--- src/rtl/conv_mac_engine.sv ---
// Multi-cycle dot-product engine: TAPS element pairs, LANES MACs per cycle, wide wrapping accumulator.
// Optional build macro CONV_MAC_RELU_EN clamps negative results to zero on the result port (signed mode only).
module conv_mac_engine #(
    parameter int ELEM_W = 8,
    parameter int TAPS   = 4,
    parameter int LANES  = 1,
    parameter int ACC_W  = 32,
    parameter int SIGNED = 1
) (
    input  logic                     clk,
    input  logic                     rst,
    input  logic                     start,
    input  logic                     accumulate,
    input  logic [TAPS*ELEM_W-1:0]   a_vec,
    input  logic [TAPS*ELEM_W-1:0]   b_vec,
    output logic                     busy,
    output logic                     done,
    output logic [ACC_W-1:0]         result,
    output logic                     overflow
);

    localparam int IDX_W = $clog2(TAPS + 1);
    localparam logic [IDX_W-1:0] LAST_IDX = IDX_W'(TAPS - LANES);
    localparam logic [IDX_W-1:0] IDX_STEP = IDX_W'(LANES);

    typedef enum logic [1:0] {
        IDLE,
        RUN,
        DONE
    } state_t;

    state_t                    state_q, state_d;
    logic [IDX_W-1:0]          idx_q, idx_d;
    logic [TAPS*ELEM_W-1:0]    aLatch_q, aLatch_d;
    logic [TAPS*ELEM_W-1:0]    bLatch_q, bLatch_d;
    logic [ACC_W-1:0]          acc_q, acc_d;
    logic                      ovf_q, ovf_d;

    logic [ELEM_W-1:0]         elemA, elemB;
    logic [ACC_W-1:0]          opA, opB, addend, laneSum;
    logic [ACC_W:0]            sumExt;
    logic                      laneOvf;

    // Operands are widened to ACC_W before multiplying; since ACC_W >= 2*ELEM_W the
    // truncated product equals the sign/zero-extended full product. Lanes add in index order.
    always_comb begin
        laneSum = acc_q;
        laneOvf = ovf_q;
        elemA   = '0;
        elemB   = '0;
        opA     = '0;
        opB     = '0;
        addend  = '0;
        sumExt  = '0;
        for (int k = 0; k < LANES; k++) begin
            elemA  = aLatch_q[(int'(idx_q) + k)*ELEM_W +: ELEM_W];
            elemB  = bLatch_q[(int'(idx_q) + k)*ELEM_W +: ELEM_W];
            opA    = {{(ACC_W-ELEM_W){(SIGNED != 0) && elemA[ELEM_W-1]}}, elemA};
            opB    = {{(ACC_W-ELEM_W){(SIGNED != 0) && elemB[ELEM_W-1]}}, elemB};
            addend = opA * opB;
            sumExt = {1'b0, laneSum} + {1'b0, addend};
            if (SIGNED != 0) begin
                if ((laneSum[ACC_W-1] == addend[ACC_W-1]) &&
                    (sumExt[ACC_W-1] != laneSum[ACC_W-1])) begin
                    laneOvf = 1'b1;
                end
            end else if (sumExt[ACC_W]) begin
                laneOvf = 1'b1;
            end
            laneSum = sumExt[ACC_W-1:0];
        end
    end

    always_comb begin
        state_d  = state_q;
        idx_d    = idx_q;
        aLatch_d = aLatch_q;
        bLatch_d = bLatch_q;
        acc_d    = acc_q;
        ovf_d    = ovf_q;
        case (state_q)
            IDLE, DONE: begin
                if (start) begin
                    aLatch_d = a_vec;
                    bLatch_d = b_vec;
                    idx_d    = '0;
                    if (!accumulate) begin
                        acc_d = '0;
                        ovf_d = 1'b0;
                    end
                    state_d = RUN;
                end else if (state_q == DONE) begin
                    state_d = IDLE;
                end
            end
            RUN: begin
                acc_d = laneSum;
                ovf_d = laneOvf;
                // Index parks at 0 on completion so lane selects never point past the vector.
                if (idx_q == LAST_IDX) begin
                    idx_d   = '0;
                    state_d = DONE;
                end else begin
                    idx_d = idx_q + IDX_STEP;
                end
            end
            default: state_d = IDLE;
        endcase
    end

    always_ff @(posedge clk or negedge rst) begin
        if (!rst) begin
            state_q  <= IDLE;
            idx_q    <= '0;
            aLatch_q <= '0;
            bLatch_q <= '0;
            acc_q    <= '0;
            ovf_q    <= 1'b0;
        end else begin
            state_q  <= state_d;
            idx_q    <= idx_d;
            aLatch_q <= aLatch_d;
            bLatch_q <= bLatch_d;
            acc_q    <= acc_d;
            ovf_q    <= ovf_d;
        end
    end

    assign busy     = (state_q == RUN);
    assign done     = (state_q == DONE);
    assign overflow = ovf_q;

`ifdef CONV_MAC_RELU_EN
    assign result = ((SIGNED != 0) && acc_q[ACC_W-1]) ? '0 : acc_q;
`else
    assign result = acc_q;
`endif

endmodule
--- config.mk ---
export PLATFORM = sky130hd
export DESIGN_NAME = conv_mac_engine
export DESIGN_NICKNAME = d
export VERILOG_FILES = /design/src/rtl/conv_mac_engine.sv
export SDC_FILE = /design/constraint.sdc
export NUM_CORES = 1
export LEC_CHECK = 0
export ABC_AREA = 0
export CAP_MARGIN = 20
export CORE_ASPECT_RATIO = 0.75
export CORE_UTILIZATION = 50
export CTS_CLUSTER_DIAMETER = 50
export DETAILED_ROUTE_END_ITERATION = 12
export GPL_ROUTABILITY_DRIVEN = 0
export PLACE_DENSITY = 0.72
export SYNTH_ARGS = -nofsm -noshare
export SYNTH_HDL_FRONTEND = slang
export SYNTH_SLANG_ARGS = --single-unit
--- constraint.sdc ---
create_clock -name clk -period 17.3 [get_ports clk]
set_input_delay 3.46 -clock clk [delete_from_list [all_inputs] [get_ports clk]]
set_output_delay 3.46 -clock clk [all_outputs]
set_load 0.02 [all_outputs]
==> Flow_metrics.wiki, run 1 <==
{| class="wikitable"
! Metric !! Value
|-
| Setup repair after global routing missed its margin || no
|-
| Arrival time of the worst setup path || around 8.8 ns
|-
| Vias after detailed routing || 6415
|-
| Stage delay of the slowest cell on the critical path || between 1 and 1.5 ns
|-
| Number of antenna repair diodes || 0
|-
| Vert. Die Dim || ~110 µm
|-
| Actual transition at the worst max-transition pin || 1.04 ns
|-
| Number of synthesized flops with an enable pin || 0
|-
| Maximum number of pins on one net before global-route repair || 77
|-
| Most common cell after layout, fill and taps aside || sky130_fd_sc_hd__nand2_1
|-
| Synth area leader || sky130_fd_sc_hd__dfrtp_1
|-
| Number of gates given a new drive strength after cts || 0
|-
| Starting density of the core || approximately half
|-
| Chip width || roughly 150 µm
|-
| Root cell of the clock tree || sky130_fd_sc_hd__clkbuf_16
|-
| Total of endpoints with negative setup slack in the final report || 0
|-
| Clock slew at the register clock pins of the worst setup and hold paths || ~0.090 ns
|-
| Port Buf Inserts || slightly above 100
|-
| Most used flip-flop cell after synthesis || sky130_fd_sc_hd__dfrtp_1
|-
| Worst Setup Start Kind || register
|-
| Main area contributors after synthesis || sky130_fd_sc_hd__dfrtp_1 (31%), sky130_fd_sc_hd__fa_1 (14%), sky130_fd_sc_hd__nand2_1 (12%), sky130_fd_sc_hd__ha_1 (9.3%), sky130_fd_sc_hd__inv_1 (4.5%)
|-
| Number of hold violations in the final report || 0
|-
| Count of hold-fix buffers inserted at cts || 0
|-
| CP Capture Type || register
|-
| Sequential area share after synthesis || between 30 and 40%
|-
| Total Die Area || 16900 µm²
|-
| Maximum fanout encountered on the critical timing path || 23
|-
| Via count of the first global-routing pass || a little over 6k
|-
| CP most frequent cell || sky130_fd_sc_hd__o21ai_0
|-
| DRC violation count after routing || 0
|-
| Run status || finished, final reports clean
|-
| Number of H-tree levels || 3
|-
| Count of buffers added by post-CTS timing repair for setup || 0
|-
| Leading cell types in the layout, fill and taps excluded || sky130_fd_sc_hd__nand2_1 (251), sky130_fd_sc_hd__dfrtp_1 (102), sky130_fd_sc_hd__clkdlybuf4s50_1 (101)
|-
| Data required time of the worst path || 17.53 ns
|-
| Total nets after synthesis || between 1k and 1.5k
|-
| TritonRoute pass-1 iters || 5
|-
| Count of maximum capacitance violations || 0
|-
| Overflow left after global routing || 0
|-
| Number of vias per cell || ~5.2
|-
| Tightest Hold Check Type || register to register
|-
| Number of core rows || 40
|-
| Number of distinct library cell variants in the gate-level netlist after synthesis || just over 50
|-
| Core area || 16000 µm²
|-
| Total I/O pin count || around 100
|-
| Clock sink count || 102
|-
| Mean routed wirelength per cell || between 10 and 15 µm
|-
| Max Buffers Root-to-Sink || 2
|-
| Global-route wire length before repair || 30500 µm
|-
| Final Cycle Share || 49.3%
|-
| Maximum clock rate || 117 MHz
|-
| Filler Cell Count || roughly 1.4k
|-
| Max-slew violation total from the final report || 0
|-
| Antenna-violating nets left || 0
|-
| Number of warning messages in the yosys log || 0
|-
| DRT Wirelength || roughly 18000 µm
|-
| Detailed Place HPWL || approximately 14000 µm
|-
| Max Clock Skew || 0.0115 ns
|-
| Clock tree from TritonCTS || yes
|-
| # nets final || 1212
|-
| Share of cells above drive strength 1 || under 10%
|-
| Number of antenna violations at the first check in global routing || 0
|-
| Flops & latches, synth || between 100 and 150
|-
| Clock buffers created by TritonCTS || 9
|-
| GRT Overall Usage || 23.0%
|-
| Minimum clock period after layout || ~8.5 ns
|-
| Share of the synthesized area in the top cell type || approximately 31%
|-
| Worst skew pair latency || 0.36 ns
|-
| Master of the slowest instance on the critical path || sky130_fd_sc_hd__dfrtp_1
|-
| Async set-reset flop share out of synthesis || 100%
|-
| Worst relative slew slack || slightly above 30%
|-
| First-iteration detailed-routing DRC count || between 300 and 400
|-
| Avg Inst Size Synth || 8.69 µm²
|-
| Instance count of the mapped netlist || 941
|-
| Critical Setup Path Class || register to register
|-
| Area growth syn-to-layout || 18.6%
|-
| Setup TNS Final || 0 ns
|-
| Post-Syn Area || between 8000 and 9000 µm²
|}
==> synth_stat cells, drive strengths merged, types with 2 or more instances <==
cell and n:
a211o 2, a211oi 7, a21o 12, a21oi 37, a22o 2, a31oi 2
a41oi 2, and2 7, buf 8, clkbuf 26, dfrtp 102, fa 56
ha 61, inv 97, mux2 5, mux2i 8, mux4 11, nand2 251
nand2b 24, nand3 14, nor2 51, nor2b 16, nor3 6, o211ai 2
o21a 7, o21ai 59, o21bai 5, o31ai 2, or2 5, xnor2 29
xor2 11
==> layer usage <==
metal	up-vias	global-route usage, %	routed length, µm
met5	-	0	0
met4	0	4.49	161
met3	13	5.36	1060
met2	158	31.5	7500
met1	3030	36.6	9330
li1	3214	-	-
==> worst paths after layout <==
check / startpoint / endpoint / slack [ns] / depth (start not counted)
max in group asynchronous: rst / aLatch_q[26] / 13.00 / 2
setup / recovery: idx_q[1] / result[23] / 8.78 / 31
setup reg to reg: idx_q[1] / result[23] / 8.78 / 31
hold reg to reg: aLatch_q[27] / aLatch_q[27] / 0.48 / 2
min in group asynchronous: rst / result[27] / 3.01 / 1
hold / removal: aLatch_q[27] / aLatch_q[27] / 0.48 / 2
==> sequential cells by signal (all words and copies together), names as in the netlist <==
name,count
result,32
idx_q,3
state_q,2
bLatch_q,32
aLatch_q,32
overflow,1
==> worst max-delay path, delay by kind of cell (launching register included) <==
family | cells | cell delay, ns
DFF | 1 | 1.03
and+or+nand+nor | 3 | 0.30
AOI/OAI and AO/OA | 15 | 3.41
xor gates and xnor gates | 2 | 0.31
buffers and inverters | 4 | 0.19
adders and majority gates | 6 | 2.70
muxes | 1 | 0.41
==> stage by stage <==
stage               cells  hold slack [ns]  util (%)  setup slack, ns  cell area (µm²)
global route         1242            0.498      60.5             8.19             9700
finish               1242            0.477      60.5             8.78             9700
floorplan             941            0.440         -             9.36             8170
global placement     1226            0.453      58.6             9.17             9390
CTS                  1242            0.480      60.5             8.85             9700
detailed placement   1226            0.462      58.6             8.95             9390
==> area by class of cell <==
class	count	area, µm²	area share [%]
Tap cell	210	263	2.71
Clock buffer	9	225	2.32
Clock inverter	7	81.3	0.839
Inverter	97	364	3.75
Multi-Input combinational cell	708	5140	53.0
Sequential cell	102	2550	26.3
Timing Repair Buffer	109	1070	11.0
==> cell families after synthesis <==
logic type                 count (synthesis)  share of synthesized area, %
AOI/OAI and AO/OA                        147                          11.0
xor gates and xnor gates                  40                          4.29
adders and majority gates                117                          23.1
buffers and inverters                    131                          6.03
DFF                                      102                          31.2
muxes                                     24                          4.70
and+or+nand+nor                          380                          19.7
Power of run 1 is left out: the tool's default activity adds up to more than one toggle a clock period on the data nets, which glitch-free logic cannot reach.
==> run 2: changes to the inputs <==
Settings changed: PLACE_DENSITY 0.72 to 0.75.
Clock period 17.3 ns to 6.9 ns, I/O delays scaled along.
==> run 2 against run 1 <==
- the run now ends with setup timing left
- worst setup slack got worse by 9.2 ns
- critical path depth rose by 5
- non-clock buffer count rose by 131
- register-to-register slack got worse by 9.2 ns
- count of clock-buffer cells in the layout did not move
- largest cell class unchanged
- critical path type unchanged
- critical endpoint is now result[31]
==> Flow_metrics.wiki, run 2 (synthesis results as in run 1) <==
{| class="wikitable"
! Metric !! Value
|-
| First-iteration detailed-routing DRC count || around 540
|-
| Cells on worst reg2reg path || 36
|-
| Clock slew at the register clock pins of the worst setup and hold paths || 0.08 ns
|-
| DRT Wirelength || roughly 22000 µm
|-
| Maximum fanout encountered on the critical timing path || 10
|-
| Root cell of the clock tree || sky130_fd_sc_hd__clkbuf_16
|-
| Area growth syn-to-layout || 39.3%
|-
| CP Capture Type || register
|-
| Starting density of the core || between 50% and 60%
|-
| Total I/O pin count || between 100 and 150
|-
| Number of H-tree levels || 3
|-
| Stage delay of the slowest cell on the critical path || between 0.4 and 0.5 ns
|-
| Max-slew violation total from the final report || 0
|-
| Actual transition at the worst max-transition pin || about 1.1 ns
|-
| Detailed Place HPWL || about 15000 µm
|-
| Run status || complete, but fails checks
|-
| Multi-input logic area || about 5700 µm²
|-
| Arrival time of the worst setup path || roughly 7.6 ns
|-
| Final setup slack of the worst path || -0.405 ns
|-
| Number of antenna violations at the first check in global routing || 0
|-
| Antenna-violating nets left || 0
|-
| Port Buf Inserts || about 100
|-
| Clock buffers created by TritonCTS || 9
|-
| Share of cells above drive strength 1 || 24.7%
|-
| Chip width || about 150 µm
|-
| # nets final || around 1.3k
|-
| Total Die Area || around 17000 µm²
|-
| Source of the critical timing path || idx_q[1]
|-
| Critical Setup Path Class || register to register
|-
| Number of hold violations in the final report || 0
|-
| Clock sink count || 102
|-
| Master of the slowest instance on the critical path || sky130_fd_sc_hd__fa_1
|-
| Number of vias per cell || roughly 5.3
|-
| Overflow left after global routing || 0
|-
| Core area || around 16000 µm²
|-
| Post-placement worst setup slack || -0.458 ns
|-
| Filler Cell Count || 1154
|-
| Worst reg-to-reg setup slack || -0.41 ns
|-
| Maximum clock rate || 137 MHz
|-
| Vias after detailed routing || slightly above 7k
|-
| Worst Setup Start Kind || register
|-
| Vert. Die Dim || 113 µm
|-
| Setup repair after global routing missed its margin || yes
|-
| Count of maximum capacitance violations || 0
|-
| Minimum clock period after layout || 7.31 ns
|-
| Final Cycle Share || 106%
|-
| Finished layout cell area || between 10000 and 15000 µm²
|-
| Max Clock Skew || between 0.01 and 0.015 ns
|-
| Global-route wire length before repair || about 35000 µm
|-
| Storage element area || between 2000 and 3000 µm²
|-
| Share of the core filled with cells || between 70% and 80%
|-
| DRC violation count after routing || 0
|-
| Met3 GRT Util || 4.44%
|-
| TritonRoute pass-1 iters || 5
|-
| Failing checks || setup timing
|-
| Data required time of the worst path || around 7.2 ns
|-
| Total of endpoints with negative setup slack in the final report || 13
|-
| Worst skew pair latency || between 0.3 and 0.4 ns
|-
| Max Buffers Root-to-Sink || 2
|-
| Maximum number of pins on one net before global-route repair || between 70 and 80
|-
| Met2 capacity usage during global routing || roughly 40%
|-
| Tightest Hold Check Type || register to register
|-
| Number of core rows || 40
|-
| Most used routing layer || met1
|-
| Count of hold-fix buffers inserted at cts || 0
|-
| Met1 capacity usage during global routing || 40.1%
|-
| Placed Instance Area || roughly 10000 µm²
|-
| Mean routed wirelength per cell || 16.0 µm
|-
| Beginning of the worst register-to-register path || idx_q[1]
|-
| Most common cell after layout, fill and taps aside || sky130_fd_sc_hd__nand2_1
|-
| GRT Overall Usage || a little over a quarter
|-
| R2r endpoint || result[31]
|-
| Via count of the first global-routing pass || between 7k and 8k
|-
| Crit path capture || result[31]
|-
| Worst relative slew slack || between 20% and 30%
|-
| Clock tree from TritonCTS || yes
|-
| Number of antenna repair diodes || 0
|-
| Leading cell types in the layout, fill and taps excluded || sky130_fd_sc_hd__nand2_1 (248), sky130_fd_sc_hd__buf_4 (126), sky130_fd_sc_hd__clkdlybuf4s50_1 (101)
|}
[run 2: stage by stage]
step                      cells  hold WS (ns)  TNS, ns
after floorplan             941         0.440        0
after CTS                  1365         0.479    -1.44
final                      1374         0.475    -3.13
after detailed placement   1334         0.461    -4.66
after global placement     1334         0.452    -2.49
after global routing       1374         0.497    -7.25
[run 2: worst max-delay path, delay by kind of cell, from the launching register on]
family | cells | cell delay, ns
AO/OA/AOI/OAI | 14 | 2.47
XOR/XNOR | 1 | 0.16
adder cells (fa/ha/maj) | 7 | 2.25
buffers and inverters | 6 | 0.67
flip-flops | 1 | 0.43
multiplexers | 2 | 0.41
AND/OR/NAND/NOR | 6 | 0.80
[run 2: layer usage]
layer / routed length, µm / share of wire (%)
met3: 1200 / 5.4
met4: 258 / 1.2
met5: 0 / 0
met2: 9970 / 45
met1: 10600 / 48
[run 2: final cells by class]
type                       count  area share, %
multi-input combinational    709           50.2
sequential                   102           22.4
timing repair buffer         240           18.8
inverter                      97           3.22
tap                          210           2.31
clock buffer                   9           1.98
clock inverter                 7           1.13
[run 2: how the worst min path moves through the flow]
| stage | from | to | slack [ns] | cells after the start |
|---|---|---|---|---|
| 2_1_floorplan | aLatch_q[16] | aLatch_q[16] | 0.44 | 2 |
| 3_3_place_gp | aLatch_q[16] | aLatch_q[16] | 0.45 | 2 |
| 3_5_place_dp | aLatch_q[17] | aLatch_q[17] | 0.46 | 2 |
| 4_1_cts | aLatch_q[16] | aLatch_q[16] | 0.48 | 2 |
| 5_1_grt | aLatch_q[23] | aLatch_q[23] | 0.50 | 2 |
| 6_report | aLatch_q[16] | aLatch_q[16] | 0.47 | 2 |
[run 2: repair_timing]
| action | 4_1_cts | 5_1_grt |
|---|---|---|
| cloned | 1 | 1 |
| pin swaps | 41 | 57 |
| resized for setup | 69 | 50 |
| buffers inserted | 14 | 9 |
| endpoints found under the setup margin | 15 | 17 |
Power of run 2 is left out for the same reason.
